==> src/rtl/b_uart_pkg.sv <==
// Shared types and constants for the b_uart transceiver.
package b_uart_pkg;

  localparam int unsigned AccW = 33;

  typedef enum logic [1:0] {IDLE, START, DATA, STOP} uart_state_e;

endpackage

==> src/rtl/b_uart_if.sv <==
// CPU-side strobe/data bundle of the b_uart transceiver.
interface b_uart_if;

  logic       rd;
  logic       wr;
  logic [7:0] tx_data;
  logic       valid;
  logic       busy;
  logic [7:0] rx_data;

  modport master (output rd, wr, tx_data, input valid, busy, rx_data);
  modport slave  (input rd, wr, tx_data, output valid, busy, rx_data);

endinterface

==> src/rtl/b_uart_baudgen.sv <==
// Phase-accumulator bit-rate generator: ticks at an average rate of baud per ClkFreq cycles.
module b_uart_baudgen
  import b_uart_pkg::*;
#(
  parameter int unsigned ClkFreq = 40_000_000
) (
  input  logic        clk,
  input  logic        resetq,
  input  logic [31:0] baud,
  input  logic        clear,
  input  logic        preload,
  output logic        tick
);

  localparam logic [AccW-1:0] Limit = AccW'(ClkFreq);
  localparam logic [AccW-1:0] Half  = AccW'(ClkFreq / 2);

  logic [AccW-1:0] acc_q, acc_d, sum;

  always_comb begin
    sum  = acc_q + AccW'(baud);
    tick = (sum >= Limit);
    if (clear) begin
      acc_d = '0;
    end else if (preload) begin
      acc_d = Half;
    end else if (tick) begin
      acc_d = sum - Limit;
    end else begin
      acc_d = sum;
    end
  end

  always_ff @(posedge clk or negedge resetq) begin
    if (!resetq) begin
      acc_q <= '0;
    end else begin
      acc_q <= acc_d;
    end
  end

endmodule

==> src/rtl/b_uart.sv <==
// 8N1 LSB-first UART with independent TX and RX paths and runtime baud rate.
module b_uart
  import b_uart_pkg::*;
#(
  parameter int unsigned CLKFREQ = 40_000_000
) (
  input  logic        clk,
  input  logic        resetq,
  input  logic [31:0] baud,
  input  logic        rx,
  output logic        tx,
  b_uart_if.slave     bus
);

  // ---------------- Transmitter ----------------
  uart_state_e tx_state_q, tx_state_d;
  logic [7:0]  tx_shift_q;
  logic [2:0]  tx_cnt_q;
  logic        tx_tick;
  logic        tx_start;

  assign tx_start = (tx_state_q == IDLE) && bus.wr;

  b_uart_baudgen #(
    .ClkFreq (CLKFREQ)
  ) u_tx_baud (
    .clk     (clk),
    .resetq  (resetq),
    .baud    (baud),
    .clear   (tx_start),
    .preload (1'b0),
    .tick    (tx_tick)
  );

  always_ff @(posedge clk or negedge resetq) begin
    if (!resetq) begin
      tx_state_q <= IDLE;
    end else begin
      tx_state_q <= tx_state_d;
    end
  end

  always_comb begin
    tx_state_d = tx_state_q;
    unique case (tx_state_q)
      IDLE:  if (bus.wr) tx_state_d = START;
      START: if (tx_tick) tx_state_d = DATA;
      DATA:  if (tx_tick && (tx_cnt_q == 3'd7)) tx_state_d = STOP;
      STOP:  if (tx_tick) tx_state_d = IDLE;
      default: tx_state_d = IDLE;
    endcase
  end

  always_comb begin
    bus.busy = (tx_state_q != IDLE);
    unique case (tx_state_q)
      START:   tx = 1'b0;
      DATA:    tx = tx_shift_q[0];
      default: tx = 1'b1;
    endcase
  end

  always_ff @(posedge clk or negedge resetq) begin
    if (!resetq) begin
      tx_shift_q <= '0;
      tx_cnt_q   <= '0;
    end else if (tx_start) begin
      tx_shift_q <= bus.tx_data;
      tx_cnt_q   <= '0;
    end else if ((tx_state_q == DATA) && tx_tick) begin
      tx_shift_q <= {1'b0, tx_shift_q[7:1]};
      tx_cnt_q   <= tx_cnt_q + 3'd1;
    end
  end

  // ---------------- Receiver ----------------
  uart_state_e rx_state_q, rx_state_d;
  logic [7:0]  rx_shift_q;
  logic [2:0]  rx_cnt_q;
  logic [7:0]  rx_data_q;
  logic        valid_q;
  logic        rx_meta_q, rx_sync_q, rx_prev_q;
  logic        rx_fall, rx_arm, rx_tick, rx_done;

  // Sync flops reset high so an idle line never looks like a start edge.
  always_ff @(posedge clk or negedge resetq) begin
    if (!resetq) begin
      rx_meta_q <= 1'b1;
      rx_sync_q <= 1'b1;
      rx_prev_q <= 1'b1;
    end else begin
      rx_meta_q <= rx;
      rx_sync_q <= rx_meta_q;
      rx_prev_q <= rx_sync_q;
    end
  end

  assign rx_fall = rx_prev_q && !rx_sync_q;
  assign rx_arm  = (rx_state_q == IDLE) && rx_fall;
  assign rx_done = (rx_state_q == STOP) && rx_tick && rx_sync_q;

  // Preload to half a bit so every tick lands mid-bit.
  b_uart_baudgen #(
    .ClkFreq (CLKFREQ)
  ) u_rx_baud (
    .clk     (clk),
    .resetq  (resetq),
    .baud    (baud),
    .clear   (1'b0),
    .preload (rx_arm),
    .tick    (rx_tick)
  );

  always_ff @(posedge clk or negedge resetq) begin
    if (!resetq) begin
      rx_state_q <= IDLE;
    end else begin
      rx_state_q <= rx_state_d;
    end
  end

  always_comb begin
    rx_state_d = rx_state_q;
    unique case (rx_state_q)
      IDLE:  if (rx_fall) rx_state_d = START;
      START: if (rx_tick) rx_state_d = rx_sync_q ? IDLE : DATA;
      DATA:  if (rx_tick && (rx_cnt_q == 3'd7)) rx_state_d = STOP;
      STOP:  if (rx_tick) rx_state_d = IDLE;
      default: rx_state_d = IDLE;
    endcase
  end

  always_comb begin
    bus.valid   = valid_q;
    bus.rx_data = rx_data_q;
  end

  always_ff @(posedge clk or negedge resetq) begin
    if (!resetq) begin
      rx_shift_q <= '0;
      rx_cnt_q   <= '0;
    end else if (rx_arm) begin
      rx_cnt_q   <= '0;
    end else if ((rx_state_q == DATA) && rx_tick) begin
      rx_shift_q <= {rx_sync_q, rx_shift_q[7:1]};
      rx_cnt_q   <= rx_cnt_q + 3'd1;
    end
  end

  // A completing byte takes priority over a simultaneous rd.
  always_ff @(posedge clk or negedge resetq) begin
    if (!resetq) begin
      rx_data_q <= '0;
      valid_q   <= 1'b0;
    end else if (rx_done) begin
      rx_data_q <= rx_shift_q;
      valid_q   <= 1'b1;
    end else if (bus.rd) begin
      valid_q   <= 1'b0;
    end
  end

endmodule

==> src/flat_wrapper.sv <==
// flat-port wrapper written by rule: the top's interface ports become plain ports
module b_uart_flat import b_uart_pkg::*;
#(
  parameter int unsigned CLKFREQ = 40_000_000
)
  (clk, resetq, baud, rx, tx, bus_rd, bus_wr, bus_tx_data, bus_valid, bus_busy, bus_rx_data);
  b_uart_if bus_i ();
  input  logic clk;
  input  logic resetq;
  input  logic [31:0] baud;
  input  logic rx;
  output logic tx;
  input wire logic [$bits(bus_i.rd)-1:0] bus_rd;
  input wire logic [$bits(bus_i.wr)-1:0] bus_wr;
  input wire logic [$bits(bus_i.tx_data)-1:0] bus_tx_data;
  output wire logic [$bits(bus_i.valid)-1:0] bus_valid;
  output wire logic [$bits(bus_i.busy)-1:0] bus_busy;
  output wire logic [$bits(bus_i.rx_data)-1:0] bus_rx_data;
  assign bus_i.rd = bus_rd;
  assign bus_i.wr = bus_wr;
  assign bus_i.tx_data = bus_tx_data;
  assign bus_valid = bus_i.valid;
  assign bus_busy = bus_i.busy;
  assign bus_rx_data = bus_i.rx_data;
  b_uart #(.CLKFREQ(CLKFREQ)) u_core (.clk(clk), .resetq(resetq), .baud(baud), .rx(rx), .tx(tx), .bus(bus_i));
endmodule
==> config.mk <==
export PLATFORM = sky130hd
export DESIGN_NAME = b_uart_flat
export DESIGN_NICKNAME = d
export VERILOG_FILES = /design/src/rtl/b_uart_pkg.sv /design/src/rtl/b_uart_if.sv /design/src/rtl/b_uart_baudgen.sv /design/src/rtl/b_uart.sv /design/src/flat_wrapper.sv
export SDC_FILE = /design/constraint.sdc
export NUM_CORES = 1
export LEC_CHECK = 0
export ABC_AREA = 1
export CORE_MARGIN = 4
export CORE_UTILIZATION = 55
export CTS_CLUSTER_DIAMETER = 60
export DETAILED_ROUTE_END_ITERATION = 8
export GPL_ROUTABILITY_DRIVEN = 0
export MAX_ROUTING_LAYER = met4
export PLACE_DENSITY = 0.81
export SLEW_MARGIN = 20
export SYNTH_ARGS = -nofsm -noshare
export SYNTH_HDL_FRONTEND = slang
export SYNTH_HIERARCHICAL = 1
export SYNTH_SLANG_ARGS = --single-unit
==> constraint.sdc <==
create_clock -name clk -period 7 [get_ports clk]
set_input_delay 0.7 -clock clk [delete_from_list [all_inputs] [get_ports clk]]
set_output_delay 0.7 -clock clk [all_outputs]
set_load 0.02 [all_outputs]
==> impl_metrics.py, run 1 <==
metrics = {
    "grt": {
        "grt.overflow.total": 0,
        "antenna_found_initial": 0,
        "grt_pass1_wl_mm": 57.1,
        "grt_max_degree": 74,
        "grt_use_total_pct": 30.1,
        "grt_pass1_vias": 11548,
    },
    "floorplan": {
        "dieWidth_um": 155,
        "initial_core_util_pct": 56.3,
        "core.rowCount": 53,
        "dieArea_um2": 24100,
        "die_h_um": 155,
        "core_area_um2": 21200,
        "ioPinCount": 56,
    },
    "routing": {
        "via_per_inst": 5.48,
        "vias": 12936,
        "drt_iter0_drc": 1404,
        "drtAntennaViolNets": 0,
        "route.detailed.drc": 0,
        "wl_per_cell_um": 15.0,
        "drt_first_pass_iters": 6,
        "wirelength_mm": 35.5,
    },
    "timing": {
        "finalHoldViolCount": 0,
        "rsz0062_at_grt": "false",
        "skew_ns": 0.00696,
        "max_freq_mhz": 223,
        "drv_slew": 0,
        "setup_viol": 0,
        "max_slew.worst_pin.slew_ns": 0.942,
        "min_period_ns": 4.49,
        "fin_tns_setup_ns": 0,
        "slew-limit-headroom_pct": 37.2,
        "fin_crit_sh_pct": 64.1,
    },
    "logic_synthesis": {
        "synth_compound_gate_area_share_pct": 6.89,
        "netlist_top_cells_area": "nand2_1 (24%), dfrtp_1 (21%), inv_1 (10%)",
        "yosysSeqAreaShare_pct": 21.9,
        "synth_xor_area_share_pct": 1.77,
        "synth-simple-area-share_pct": 48.6,
        "avgSynthCellArea_um2": 5.90,
        "syn-cell-area_um2": 11900,
        "yosys.area.top_type": "nand2_1",
        "ys_ff_latch": 104,
        "async_flop_share_pct": 100,
        "yosys.area_share.adder_pct": 8.22,
        "synth_top_family_by_area": "simple AND/OR/NAND/NOR gates",
        "synth_top_area_share_pct": 23.7,
        "ys.flop_type": "dfrtp_1",
        "yosysWarnings": 6,
        "synth.distinct_cells": 44,
        "synth_edf_count": 0,
        "synth_mux_area_share_pct": 0,
        "synthCells": 2017,
    },
    "setup_path": {
        "cp_max_fo": 34,
        "worstPathRequired_ns": 7.28,
        "arrival_ns": 4.77,
        "crit_type": "in2reg",
        "startpoint_type": "input port",
        "cp-end-kind": "flop",
    },
    "cts": {
        "cts_setup_buffers": 0,
        "cts_max_path_buffers": 2,
        "clock_latency_ns": 0.36,
        "htree_levels": 3,
        "cts_root_buf": "clkbuf_16",
        "cts_buffers": 9,
        "hold_buffers": 0,
        "cts_sinks": 104,
        "clk_pin_slew_ns": 0.07,
        "cts_tree": "built",
        "cts-resized-gates": 0,
    },
    "place": {
        "port_buffers": 55,
        "hpwl_mm": 29.2,
    },
    "layout": {
        "syn2layout_area_growth_pct": 9.50,
        "final_util_pct": 61.6,
        "drive_gt1_share_pct": 9.88,
        "layout_common_cells": "nand2_1 (753), inv_1 (333), nand3_1 (166)",
        "layout.nets": 2203,
        "final_common_cell": "nand2_1",
        "antennaDiodeCount": 0,
    },
    "pwr": {
        "p_leak_nw": 7.37,
        "ir_drop_mv": 0.261,
        "power_density_nw_per_um2": 463,
    },
    "outcome": {
        "status": "finished, final reports clean",
    },
    "run": {
        "drv_cap": 0,
    },
    "hold_path": {
        "hp-class": "in2async",
    },
}
-- through the flow --
step	power, mW	cell area, um2	cells	hold WS, ns	setup WS, ns
2_1_floorplan	4.33	11900	2023	0.345	3.56
3_3_place_gp	5.26	12700	2345	0.349	2.36
3_5_place_dp	5.38	12700	2345	0.351	2.26
4_1_cts	5.94	13000	2361	0.288	2.61
5_1_grt	6.60	13000	2361	0.304	2.18
6_report	6.03	13000	2361	0.275	2.51
-- cell type report --
type                    count  area, um2
fillers                  1997       8110
clock inverters             4       53.8
repair buffers             58        571
well taps                 275        344
clock buffers              12        246
multi-input cells        1537       7830
inverters                 371       1390
flip-flops and latches    104       2610
-- worst max-delay path, cell delays in order --
cell and delay [ns]:
clkdlybuf4s50_1 0.50, ha_1 0.24, inv_1 0.08, fa_1 0.44
inv_1 0.17, nand3_1 0.12, nand3_1 0.15, nand2_1 0.09
nand2_1 0.15, nand2_1 0.09, nand2_1 0.08, nand3_1 0.11
nand2_1 0.10, nand2_1 0.05, nand2_1 0.14, nand2_1 0.08
nor2_1 0.25, nand3_4 0.20, nand3_4 0.37, nand2_1 0.17
nor2_2 0.29, nand2_1 0.10, o211ai_1 0.09
-- final timing paths --
check | startpoint | end | depth (start not counted) | slack [ns]
hold / removal | resetq | u_core/u_tx_baud/acc_q[8] | 1 | 0.27
max in group asynchronous | resetq | u_core/u_rx_baud/acc_q[28] | 2 | 5.43
hold reg to reg | u_core/rx_meta_q | u_core/rx_sync_q | 0 | 0.36
setup reg to reg | u_core/u_tx_baud/acc_q[0] | u_core/tx_shift_q[3] | 22 | 3.05
min in group clk | u_core/rx_meta_q | u_core/rx_sync_q | 0 | 0.36
setup / recovery | baud[0] | u_core/tx_shift_q[3] | 23 | 2.51
-- flip-flops by register name, indices dropped and copies added, names as in the netlist, 2 cells and up, named ones only --
| name | count |
|---|---|
| u_core/bus.rx_data | 8 |
| u_core/rx_cnt_q | 3 |
| u_core/rx_shift_q | 8 |
| u_core/tx_cnt_q | 3 |
| u_core/tx_shift_q | 8 |
| u_core/tx_state_q | 2 |
| u_core/u_rx_baud/acc_q | 33 |
| u_core/u_tx_baud/acc_q | 33 |
-- routing by layer --
metal	track usage, %	routed length, um	vias to the layer above	part of all wire (%)
met5	-	0	-	0
met4	9.92	1160	0	3.3
met3	5.17	3950	84	11
met2	46.1	15200	712	43
met1	40.7	15100	5771	43
li1	-	-	6369	-
-- logic make-up after synthesis --
| family | count (synthesis) |
|---|---|
| AND/OR/NAND/NOR | 1283 |
| buffers and inverters | 382 |
| AO/OA/AOI/OAI | 146 |
| flip-flops | 104 |
| adder cells (fa/ha/maj) | 77 |
| XOR/XNOR | 24 |
| other | 1 |
-- synthesized netlist by cell type (14+ instances only) --
library cell,number
a21oi_1,83
nand3b_1,14
nand4_1,44
nand2_2,64
inv_2,32
nand2_1,753
ha_1,75
nand3_1,166
dfrtp_1,101
nor2_2,29
inv_1,333
nor2_1,154
o21ai_0,30
-- power by group --
group / switching [mW] / leakage [nW] / internal (mW)
Clock: 0.240 / 0.139 / 0.289
Combinational: 3.10 / 5.91 / 1.42
Sequential: 0.134 / 1.32 / 0.848
Total: 3.48 / 7.37 / 2.56
No activity file was read; power rests on OpenSTA's default activity.
==> run 2, diff against run 1 <==
Clock period 7 ns to 4.4 ns, I/O delays scaled along.
==> run 2 against run 1 <==
Effect of this change: power increased by 60%; worst setup slack got worse by 2.2 ns; die area unchanged; critical path depth unchanged.
==> impl_metrics.py, run 2 (synthesis gave the netlist of run 1 again) <==
metrics = {
    "timing": {
        "max_slew.worst_pin.slew_ns": 0.676,
        "setup_viol": 0,
        "rsz0062_at_grt": "true",
        "drv_slew": 0,
        "skew_ns": 0.00998,
        "max_freq_mhz": 243,
        "worst_slack_ns": 0.291,
        "holdWs_ns": 0.360,
        "fin_tns_setup_ns": 0,
        "fin_crit_sh_pct": 93.4,
        "finalHoldViolCount": 0,
        "min_period_ns": 4.11,
        "slew-limit-headroom_pct": 55.0,
    },
    "pwr": {
        "ir_drop_mv": 0.339,
        "power_density_nw_per_um2": 735,
        "switchingPower_mw": 5.58,
        "p_clk_share_pct": 8.9,
        "seqPwrFrac_pct": 16.3,
        "combPwrFrac_pct": 74.7,
        "p_leak_nw": 7.42,
        "internal_power_mw": 4.06,
        "switching_share_pct": 57.9,
    },
    "setup_path": {
        "arrival_ns": 4.39,
        "slowest_stage": "clkdlybuf4s50_1",
        "worst-path-buf-inv": 3,
        "cp-end-kind": "flop",
        "cp_max_fo": 15,
        "startpoint_type": "input port",
        "crit_type": "in2reg",
        "crit_end": "u_core/tx_shift_q[1]",
        "rr_worst_depth": 22,
        "crit_top_cell": "nand2_1",
        "r2r_slack_ns": 0.55,
        "crit_path_cell_trace": "clkdlybuf4s50_1 -> ha_1 -> inv_1 -> fa_1 -> inv_1 -> nand3_1 -> nand3_1 -> nand2_1 -> nand2_1 -> nand2_1 -> nand2_1 -> nand3_1 -> nand2_1 -> nand2_1 -> nand2_1 -> nand2_1 -> nor2_1 -> nand3_4 -> nand3_4 -> nand2_1 -> nor2_2 -> nand2_1 -> o211ai_1",
        "r2r_start": "u_core/u_tx_baud/acc_q[0]",
        "cp-startpoint": "baud[0]",
        "worstPathRequired_ns": 4.69,
        "max_stage_delay_ns": 0.49,
        "cp.depth": 23,
        "cpLargestDelayFamily": "simple AND/OR/NAND/NOR gates",
        "r2r-end": "u_core/tx_shift_q[1]",
    },
    "layout": {
        "n_fill_cell": 2011,
        "final_area_um2": 13100,
        "drive_gt1_share_pct": 10.3,
        "layout_common_cells": "nand2_1 (753), inv_1 (333), nand3_1 (166)",
        "syn2layout_area_growth_pct": 10.1,
        "antennaDiodeCount": 0,
        "final_common_cell": "nand2_1",
        "layout.nets": 2211,
        "largestRegisters": "u_core/u_rx_baud/acc_q (33), u_core/u_tx_baud/acc_q (33)",
    },
    "cts": {
        "cts_sinks": 104,
        "htree_levels": 3,
        "cts_root_buf": "clkbuf_16",
        "cts_buffers": 9,
        "cts_tree": "built",
        "cts_setup_buffers": 0,
        "clk_pin_slew_ns": 0.08,
        "cts_max_path_buffers": 2,
        "clock_latency_ns": 0.37,
    },
    "floorplan": {
        "initial_core_util_pct": 56.3,
        "ioPinCount": 56,
        "die_h_um": 155,
        "dieWidth_um": 155,
        "core_area_um2": 21200,
        "dieArea_um2": 24100,
        "core.rowCount": 53,
    },
    "outcome": {
        "status": "finished, final reports clean",
    },
    "routing": {
        "wirelength_mm": 35.7,
        "route.detailed.drc": 0,
        "drt_iter0_drc": 1693,
        "drt_first_pass_iters": 8,
        "vias": 12867,
        "drtAntennaViolNets": 0,
        "wl_per_cell_um": 15.1,
        "via_per_inst": 5.43,
    },
    "hold_path": {
        "hp-class": "reg2reg",
    },
    "place": {
        "hpwl_mm": 29.1,
        "pre_cts_ws_ns": 0.0148,
        "port_buffers": 55,
        "postPlaceCellArea_um2": 12800,
    },
    "grt": {
        "grt_pass1_vias": 11548,
        "grt_use_total_pct": 30.5,
        "antenna_found_initial": 0,
        "grt.overflow.total": 0,
        "grt_pass1_wl_mm": 57.9,
        "grt_max_degree": 55,
    },
    "run": {
        "drv_cap": 0,
    },
}
==> run 2: how the worst min path moves through the flow <==
stage / cells past startpoint / start / end / slack [ns]
after floorplan: 0 / resetq / async pin / 0.14
final: 0 / u_core/rx_meta_q / u_core/rx_sync_q / 0.36
after detailed placement: 1 / resetq / u_core/u_tx_baud/acc_q[11] / 0.34
after global routing: 0 / u_core/rx_meta_q / u_core/rx_sync_q / 0.37
after CTS: 0 / u_core/rx_meta_q / u_core/rx_sync_q / 0.36
after global placement: 1 / resetq / u_core/u_tx_baud/acc_q[9] / 0.34
==> run 2: through the flow <==
step | std cells | total power [mW] | util (%)
after floorplan | 2023 | 6.89 | -
after global placement | 2352 | 8.39 | 60.5
after detailed placement | 2352 | 8.55 | 60.5
after CTS | 2369 | 9.47 | 62.0
after global routing | 2369 | 10.6 | 62.0
final | 2369 | 9.64 | 62.0
==> run 2: what timing repair did <==
| action | 4_1_cts | 5_1_grt |
|---|---|---|
| hold buffers | 1 | 0 |
| hold endpoints to repair | 17 | 0 |
| resized for setup | 0 | 0 |
| setup endpoints to repair | 0 | 1 |
==> run 2: area by class of cell <==
class / instances / area, um2 / area share [%]
clock buffer: 10 / 239 / 1.82
clock inverter: 6 / 71.3 / 0.544
inverter: 371 / 1390 / 10.6
multi-input combinational: 1537 / 7830 / 59.7
sequential: 104 / 2610 / 19.9
tap: 275 / 344 / 2.62
timing repair buffer: 66 / 633 / 4.83
==> run 2: power by group through the flow <==
stage          combinational (mW)  clock, mW  sequential, mW
2_1_floorplan                5.36          0            1.53
3_3_place_gp                 6.82          0            1.57
3_5_place_dp                 6.97          0            1.58
4_1_cts                      7.02      0.882            1.57
5_1_grt                      8.05      0.917            1.60
6_report                     7.20      0.862            1.57
==> run 2: layer usage <==
layer  vias to the layer above  track usage [%]  wire [um]
met3                        79             5.34       3740
met2                       645             46.1      15500
met5                         -                -          0
met1                      5729             41.9      15300
met4                         0             9.29       1080
li1                       6414                -          -
